[config.mk]
export PLATFORM = sky130hd
export DESIGN_NAME = reset_sequencer
export DESIGN_NICKNAME = d
export VERILOG_FILES = /design/src/rtl/reset_sequencer_pkg.sv /design/src/rtl/reset_sequencer_req_sync.sv /design/src/rtl/reset_sequencer.sv
export SDC_FILE = /design/constraint.sdc
export NUM_CORES = 1
export LEC_CHECK = 0
export ABC_AREA = 1
export CAP_MARGIN = 20
export CORE_MARGIN = 2
export CORE_UTILIZATION = 50
export DETAILED_ROUTE_END_ITERATION = 6
export PLACE_DENSITY = 0.77
export SLEW_MARGIN = 10
export SYNTH_ARGS = -nofsm -noshare
export SYNTH_HDL_FRONTEND = slang
export SYNTH_HIERARCHICAL = 1
export SYNTH_SLANG_ARGS = --single-unit
[constraint.sdc]
create_clock -name clk -period 3.3 [get_ports clk]
set_input_delay 0.33 -clock clk [delete_from_list [all_inputs] [get_ports clk]]
set_output_delay 0.33 -clock clk [all_outputs]
set_load 0.1 [all_outputs]
[src/rtl/reset_sequencer_pkg.sv]
// Shared definitions for the reset sequencer: state encoding and counter sizing.
package reset_sequencer_pkg;

    typedef enum logic [1:0] {
        HOLD = 2'd0,
        STAG = 2'd1,
        RUN  = 2'd2
    } state_t;

    function automatic int max_int(input int a, input int b);
        return (a > b) ? a : b;
    endfunction

    // Wide enough to hold max(HOLD_CYCLES, STAGGER) without wrapping.
    function automatic int count_width(input int hold_cycles, input int stagger);
        return $clog2(max_int(hold_cycles, stagger) + 1);
    endfunction

endpackage

[src/rtl/reset_sequencer_req_sync.sv]
// N-bit two-flop synchroniser for asynchronous reset requests.
module req_sync #(
    parameter int WIDTH = 3
) (
    input  logic             clk,
    input  logic             rst,
    input  logic [WIDTH-1:0] d,
    output logic [WIDTH-1:0] q
);

    logic [WIDTH-1:0] meta;

    always_ff @(posedge clk or posedge rst) begin
        if (rst) begin
            meta <= '0;
            q    <= '0;
        end else begin
            meta <= d;
            q    <= meta;
        end
    end

endmodule

[src/rtl/reset_sequencer.sv]
// Sequences peripheral and core resets from power-on and runtime requests,
// releasing peripherals first and the core STAGGER cycles later.
module reset_sequencer
    import reset_sequencer_pkg::*;
#(
    parameter int N_REQ       = 3,
    parameter int HOLD_CYCLES = 16,
    parameter int STAGGER     = 4,
    parameter int SYNC_REQ    = 1
) (
    input  logic             clk,
    input  logic             rst,
    input  logic [N_REQ-1:0] req,
    input  logic [N_REQ-1:0] req_mask,
    output logic             rst_n_periph,
    output logic             rst_n_core,
    output logic [N_REQ-1:0] cause,
    output logic             cause_por,
    output logic             busy,
    output state_t           state
);

    localparam int CW = count_width(HOLD_CYCLES, STAGGER);
    localparam logic [CW-1:0] HOLD_LAST = CW'(HOLD_CYCLES - 1);
    localparam logic [CW-1:0] STAG_LAST = CW'((STAGGER > 0) ? STAGGER - 1 : 0);
    localparam logic [CW-1:0] COUNT_MAX = '1;

    logic [N_REQ-1:0] req_s;
    logic [N_REQ-1:0] eff;
    logic [CW-1:0]    count;
    logic [CW-1:0]    count_d;
    state_t           state_d;
    logic [N_REQ-1:0] cause_d;
    logic             cause_por_d;

    generate
        if (SYNC_REQ != 0) begin : g_sync
            req_sync #(.WIDTH(N_REQ)) u_req_sync (
                .clk (clk),
                .rst (rst),
                .d   (req),
                .q   (req_s)
            );
        end else begin : g_raw
            assign req_s = req;
        end
    endgenerate

    assign eff = req_s & req_mask;

    always_comb begin
        state_d     = state;
        count_d     = (count == COUNT_MAX) ? count : count + 1'b1;
        cause_d     = cause;
        cause_por_d = cause_por;
        case (state)
            HOLD: begin
                if (|eff) begin
                    count_d = '0;
                    cause_d = cause | eff;
                end else if (count == HOLD_LAST) begin
                    count_d = '0;
                    state_d = (STAGGER == 0) ? RUN : STAG;
                end
            end
            STAG: begin
                // A request during the stagger aborts release before the core ever runs.
                if (|eff) begin
                    state_d     = HOLD;
                    count_d     = '0;
                    cause_d     = eff;
                    cause_por_d = 1'b0;
                end else if (count == STAG_LAST) begin
                    count_d = '0;
                    state_d = RUN;
                end
            end
            RUN: begin
                count_d = '0;
                if (|eff) begin
                    state_d     = HOLD;
                    cause_d     = eff;
                    cause_por_d = 1'b0;
                end
            end
            default: begin
                state_d = HOLD;
                count_d = '0;
            end
        endcase
    end

    always_ff @(posedge clk or posedge rst) begin
        if (rst) begin
            state        <= HOLD;
            count        <= '0;
            rst_n_periph <= 1'b0;
            rst_n_core   <= 1'b0;
            cause        <= '0;
            cause_por    <= 1'b1;
            busy         <= 1'b1;
        end else begin
            state        <= state_d;
            count        <= count_d;
            rst_n_periph <= (state_d != HOLD);
            rst_n_core   <= (state_d == RUN);
            cause        <= cause_d;
            cause_por    <= cause_por_d;
            busy         <= (state_d != RUN);
        end
    end

endmodule

==> out/qor.csv, run 1 <==
stage;metric;value;unit
status;status;complete, no violations;
die;Die X;46.3;um
synthesis;Seq cells post-synth;20;
clock_network;CTS HTree Levels;1;
power;Flop pwr share;62.9;%
critical_path;CP max FO;2;
route;Detailed Routing Iterations Pass 1;4;
die;Core Footprint;0.00171;mm^2
place;HPWL Detailed;1.28;mm
grt;first-pass GRT wire length;2.57;mm
job;maxcap violations;0;
power;pwr/cell area;367;mW/mm^2
timing;Peak Freq;0.435;GHz
die;# rows;15;
route;post-route ant nets;0;
route;# DRC;0;
timing;RSZ-0062 raised after global routing;no;
grt;total grt overflow;0;
power;Gate power share;7.5;%
critical_path;Critical Path End Type;primary output;
cells_and_area;storage element area;503;um^2
cells_and_area;commonest cells after routing, fill and taps aside;20 x nand2_1, 18 x dfrtp_1, 16 x clkdlybuf4s50_1;
critical_path;Crit path max-delay family;buffers and inverters;
timing;Relative slew margins;34.4;%
route;1st-iter DRT viols;6;
clock_network;# hold bufs at CTS;0;
clock_network;CTS Buf Count;3;
timing;Final Cycle Share;69.6;%
clock_network;TritonCTS clock tree;done;
cells_and_area;area of the multi-input gates;343;um^2
critical_path;Worst EP required;2.97;ns
timing;setup violators final;0;
synthesis;Synth cell types;18;
power;maximum VDD drop;0.000314;V
synthesis;Syn Inst Count;97;
cells_and_area;Layout Utilization;65.1;%
critical_path;startpoint types;flip-flop;
clock_network;CTS root buf;clkbuf_4;
critical_path;Critical-path top delay cell;clkdlybuf4s50_1;
power;sw frac;23.1;%
critical_path;crit path kind;flip-flop to primary output;
clock_network;CTS Buffer Depth;2;
critical_path;critical path cell sequence;clkdlybuf4s50_1;
grt;initial antenna violation count;0;
timing;Least-Margin Pin Slew;0.981;ns
cells_and_area;ant diodes;0;
power;Pleak;0.542;nW
route;via/cell ratio;4.87;
timing;Final Max Slew Viols;0;
cells_and_area;Fillers;130;
route;WL/cell;11.3;um
timing;Final Skew;0.00477;ns
clock_network;clk_lat worst skew;0.31;ns
cells_and_area;nets@finish;131;
power;Sw Pwr;0.0000942;W
cells_and_area;commonest non-fill, non-tap cell in the layout;nand2_1;
timing;Final Critical Period;2.30;ns
synthesis;register area share after synthesis;56.2;%
clock_network;clk slew on worst S/H paths;0.11;ns
synthesis;Syn Area/Cell;9.22;um^2
synthesis;Cell Area, Synth;895;um^2
clock_network;Post-CTS Resized;0;
critical_path;arrival time worst endpoint;1.97;ns
grt;pin count of the biggest net entering global routing;15;
timing;Final TNS setup;0;ns
clock_network;CTS sink count;20;
power;Int Pwr;0.000314;W
clock_network;postcts setup bufs;0;
die;Initial Util;52.4;%
timing;Hold WS;0.237;ns
die;Vert. Die Dim;46.3;um
cells_and_area;layout cells sized above 1;12.0;%
synthesis;YS warnings;6;
timing;Final Hold Fails;0;
critical_path;WP buf/inv;1;
synthesis;post-synthesis net count;110;
power;clock share of power;29.6;%
min_path;Hold WC Path Type;primary input to asynchronous set/reset pin;
place;RD Place Congestion;0.861;
cells_and_area;Syn-to-layout area delta;24.3;%
critical_path;slowest cell delay on critical path;1.12;ns
grt;number of global-route vias before repair;648;
route;aggregate routed wire length;1.60;mm
die;# IOs;17;
die;DIE AREA;0.00214;mm^2
place;# port buffers;16;
grt;GRT Resource Usage Total;17.8;%
route;via count;692;
==> metrics by stage <==
step | setup slack [ns] | instance area [um^2] | total power, W | cells
after CTS | 0.995 | 1110 | 0.000411 | 142
after floorplan | 1.37 | 895 | 0.000279 | 97
after global routing | 0.975 | 1110 | 0.000421 | 142
final | 1.00 | 1110 | 0.000408 | 142
after detailed placement | 1.34 | 1090 | 0.000293 | 138
after global placement | 1.34 | 1090 | 0.000291 | 138
==> cell families after synthesis <==
family,count (synthesis),synth area share (%)
AND/OR/NAND/NOR,42,20.7
flip-flops,20,56.2
AO/OA/AOI/OAI,16,9.65
buffers and inverters,13,5.45
adder cells (fa/ha/maj),5,6.99
XOR/XNOR,1,0.979
==> synthesized netlist by cell type <==
cell      number  share of area (%)
o21ai_0       11                6.2
ha_1           5                7.0
or2_2          1               0.70
dfstp_2        2                5.9
a21oi_2        1               0.98
nand2_1       20                8.4
inv_2          1               0.42
nand2_2        2                1.4
nand3_2        1                1.1
inv_1         12                5.0
a21boi_0       1               0.84
nor2_1        10                4.2
dfrtp_1       18                 50
a21oi_1        3                1.7
nand3_1        4                2.2
nor2_2         3                2.1
xor2_1         1               0.98
nor3_1         1               0.56
==> power groups by stage <==
stage	clock network [W]	logic, W	registers (W)
after detailed placement	0	0.0000314	0.000261
after CTS	0.000122	0.0000314	0.000257
final	0.000121	0.0000307	0.000257
after global placement	0	0.0000302	0.000261
after global routing	0.000129	0.0000351	0.000258
after floorplan	0	0.0000183	0.000261
==> layer usage <==
metal	vias to the layer above	track usage [%]	wire length (um)
met4	0	10.3	50
li1	346	-	-
met5	-	0	0
met2	16	32.2	853
met1	323	19.5	644
met3	7	2.35	50
==> cell type report <==
type / count / share of cell area (%)
well taps: 25 / 2.81
flip-flops and latches: 20 / 45.2
multi-input cells: 64 / 30.8
clock buffers: 4 / 2.36
inverters: 13 / 4.39
repair buffers: 16 / 14.4
==> state kept, by name, indices dropped and copies added (netlist names) <==
register                count
g_sync.u_req_sync/q         3
rst_n_periph                1
g_sync.u_req_sync/meta      3
cause_por                   1
count                       5
rst_n_core                  1
busy                        1
cause                       3
state                       2
==> final timing paths <==
kind / slack [ns] / cells past startpoint / startpoint / to
worst max-delay path: 1.00 / 1 / cause_por$_DFFE_PP1P_ / cause_por
worst min-delay path: 0.24 / 2 / rst / g_sync.u_req_sync/meta[1]$_DFF_PP0_
worst max register to register: 1.91 / 6 / state[1]$_DFF_PP0_ / count[1]$_DFF_PP0_
worst min register to register: 0.36 / 0 / g_sync.u_req_sync/meta[1]$_DFF_PP0_ / g_sync.u_req_sync/q[1]$_DFF_PP0_
max in group asynchronous: 2.56 / 2 / rst / busy$_DFF_PP1_
min in group clk: 0.36 / 0 / g_sync.u_req_sync/meta[1]$_DFF_PP0_ / g_sync.u_req_sync/q[1]$_DFF_PP0_
Note: power is estimated with default switching activity, not from simulation.
==> run 2: changes to the inputs <==
--- a/config.mk
+++ b/config.mk
@@ -8,9 +8,9 @@
 export ABC_AREA = 1
 export CAP_MARGIN = 20
 export CORE_MARGIN = 2
-export CORE_UTILIZATION = 50
+export CORE_UTILIZATION = 44
 export DETAILED_ROUTE_END_ITERATION = 6
-export PLACE_DENSITY = 0.77
+export PLACE_DENSITY = 0.72
 export SLEW_MARGIN = 10
 export SYNTH_ARGS = -nofsm -noshare
 export SYNTH_HDL_FRONTEND = slang
==> constraint.sdc (replaced) <==
create_clock -name clk -period 1.9 [get_ports clk]
set_input_delay 0.19 -clock clk [delete_from_list [all_inputs] [get_ports clk]]
set_output_delay 0.19 -clock clk [all_outputs]
set_load 0.1 [all_outputs]
==> out/qor.csv, run 2 (synthesis gave the netlist of run 1 again) <==
stage;metric;value;unit
cells_and_area;final instance area;0.00112;mm^2
clock_network;clk_lat worst skew;0.31;ns
grt;pin count of the biggest net entering global routing;15;
route;WL/cell;10.3;um
timing;Final Skew;0.00140;ns
cells_and_area;register with the most flip-flops;count;
clock_network;CTS Buf Count;3;
route;via/cell ratio;4.86;
clock_network;TritonCTS clock tree;done;
power;Pleak;0.561;nW
timing;Final Critical Period;1.37;ns
die;Die X;49.1;um
clock_network;Post-CTS Resized;0;
min_path;Hold WC Path Type;primary input to asynchronous set/reset pin;
cells_and_area;Largest register FFs;5;
critical_path;startpoint types;flip-flop;
grt;initial antenna violation count;0;
power;maximum VDD drop;0.000573;V
critical_path;Worst EP required;2.15;ns
place;HPWL Detailed;1.21;mm
cells_and_area;commonest non-fill, non-tap cell in the layout;nand2_1;
power;Sw Pwr;0.000170;W
status;status;complete, no violations;
grt;total grt overflow;0;
cells_and_area;Syn-to-layout area delta;25.3;%
timing;Peak Freq;0.729;GHz
place;# port buffers;16;
route;via count;700;
clock_network;# hold bufs at CTS;0;
grt;number of global-route vias before repair;704;
grt;first-pass GRT wire length;2.75;mm
die;Vert. Die Dim;49.1;um
route;post-route ant nets;0;
timing;Final Hold Fails;0;
clock_network;CTS sink count;20;
power;Gate power share;6.3;%
job;maxcap violations;0;
timing;Final Max Slew Viols;0;
cells_and_area;ant diodes;0;
die;# rows;16;
power;pwr/cell area;755;mW/mm^2
die;DIE AREA;0.00241;mm^2
power;clock share of power;41.1;%
timing;Final Cycle Share;72.2;%
power;Int Pwr;0.000677;W
place;RD Place Congestion;0.786;
place;DP Area;0.00107;mm^2
route;aggregate routed wire length;1.49;mm
critical_path;Critical Path End Type;flip-flop;
die;# IOs;17;
critical_path;crit path kind;flip-flop to flip-flop;
clock_network;CTS HTree Levels;1;
clock_network;postcts setup bufs;0;
clock_network;clk slew on worst S/H paths;0.11;ns
die;Initial Util;46.1;%
timing;Relative slew margins;65.5;%
critical_path;arrival time worst endpoint;1.62;ns
clock_network;CTS Buffer Depth;2;
cells_and_area;Layout Utilization;57.7;%
timing;Least-Margin Pin Slew;0.517;ns
cells_and_area;nets@finish;131;
power;Flop pwr share;52.6;%
clock_network;CTS root buf;clkbuf_4;
power;sw frac;20.1;%
route;Detailed Routing Iterations Pass 1;4;
route;1st-iter DRT viols;10;
grt;GRT Resource Usage Total;15.0;%
cells_and_area;commonest cells after routing, fill and taps aside;20 x nand2_1, 16 x dfrtp_1, 12 x inv_1;
route;# DRC;0;
timing;RSZ-0062 raised after global routing;no;
timing;Final TNS setup;0;ns
cells_and_area;layout cells sized above 1;22.2;%
die;Core Footprint;0.00194;mm^2
critical_path;CP max FO;4;
timing;setup violators final;0;
run 2: cell count changes in the layout (fill, tap and decap cells not counted), sizes merged:
cell,previous run,this run
bufinv,0,1
clkdlybuf4s50,16,7
buf,0,9
clkbuf,4,3
run 2: final timing paths:
kind | slack (ns) | endpoint | start | cells past startpoint
worst max-delay path | 0.53 | busy$_DFF_PP1_ | state[0]$_DFF_PP0_ | 7
worst min-delay path | 0.1 | g_sync.u_req_sync/meta[2]$_DFF_PP0_ | rst | 2
worst max register to register | 0.53 | busy$_DFF_PP1_ | state[0]$_DFF_PP0_ | 7
worst min register to register | 0.36 | g_sync.u_req_sync/q[0]$_DFF_PP0_ | g_sync.u_req_sync/meta[0]$_DFF_PP0_ | 0
max in group asynchronous | 1.30 | state[0]$_DFF_PP0_ | rst | 2
min in group clk | 0.31 | g_sync.u_req_sync/meta[2]$_DFF_PP0_ | req[2] | 1
run 2: power by group through the flow:
stage	Clock, W	Sequential (W)	Combinational [W]
after floorplan	0	0.000453	0.0000318
after global placement	0	0.000453	0.0000534
after detailed placement	0	0.000454	0.0000542
after CTS	0.000356	0.000445	0.0000545
after global routing	0.000367	0.000447	0.0000614
final	0.000348	0.000445	0.0000530
run 2: per-stage QoR:
stage | total power (W) | setup WS [ns] | cells | hold WS (ns)
2_1_floorplan | 0.000485 | 0.305 | 97 | -0.0190
3_3_place_gp | 0.000506 | 0.524 | 140 | 0.334
3_5_place_dp | 0.000508 | 0.496 | 140 | 0.340
4_1_cts | 0.000856 | 0.523 | 144 | 0.104
5_1_grt | 0.000876 | 0.370 | 144 | 0.122
6_report | 0.000847 | 0.528 | 144 | 0.0985
run 2: cell type report:
type                            instances  area [um^2]
Clock inverter                          1         30.0
Fill cell                             189          821
Timing Repair Buffer                   16          138
Clock buffer                            3         22.5
Sequential cell                        20          505
Multi-Input combinational cell         64          343
Tap cell                               27         33.8
Inverter                               13         48.8
run 2: worst max-delay path, stage by stage (launching register included):
cell and delay [ns]:
dfrtp_2 0.44, inv_1 0.13, ha_1 0.16, inv_1 0.05, o21ai_0 0.15, nand3_1 0.14
a21oi_2 0.18, nand2_1 0.07
run 2: per-layer routing:
metal  vias up  share of wire (%)  global-route usage [%]  wire [um]
met3         5                3.7                    1.84         55
met1       328                 41                    17.0        604
met2        17                 53                    26.8        785
li1        350                  -                       -          -
met5         -                  0                       0          0
met4         0                2.8                    8.57         42
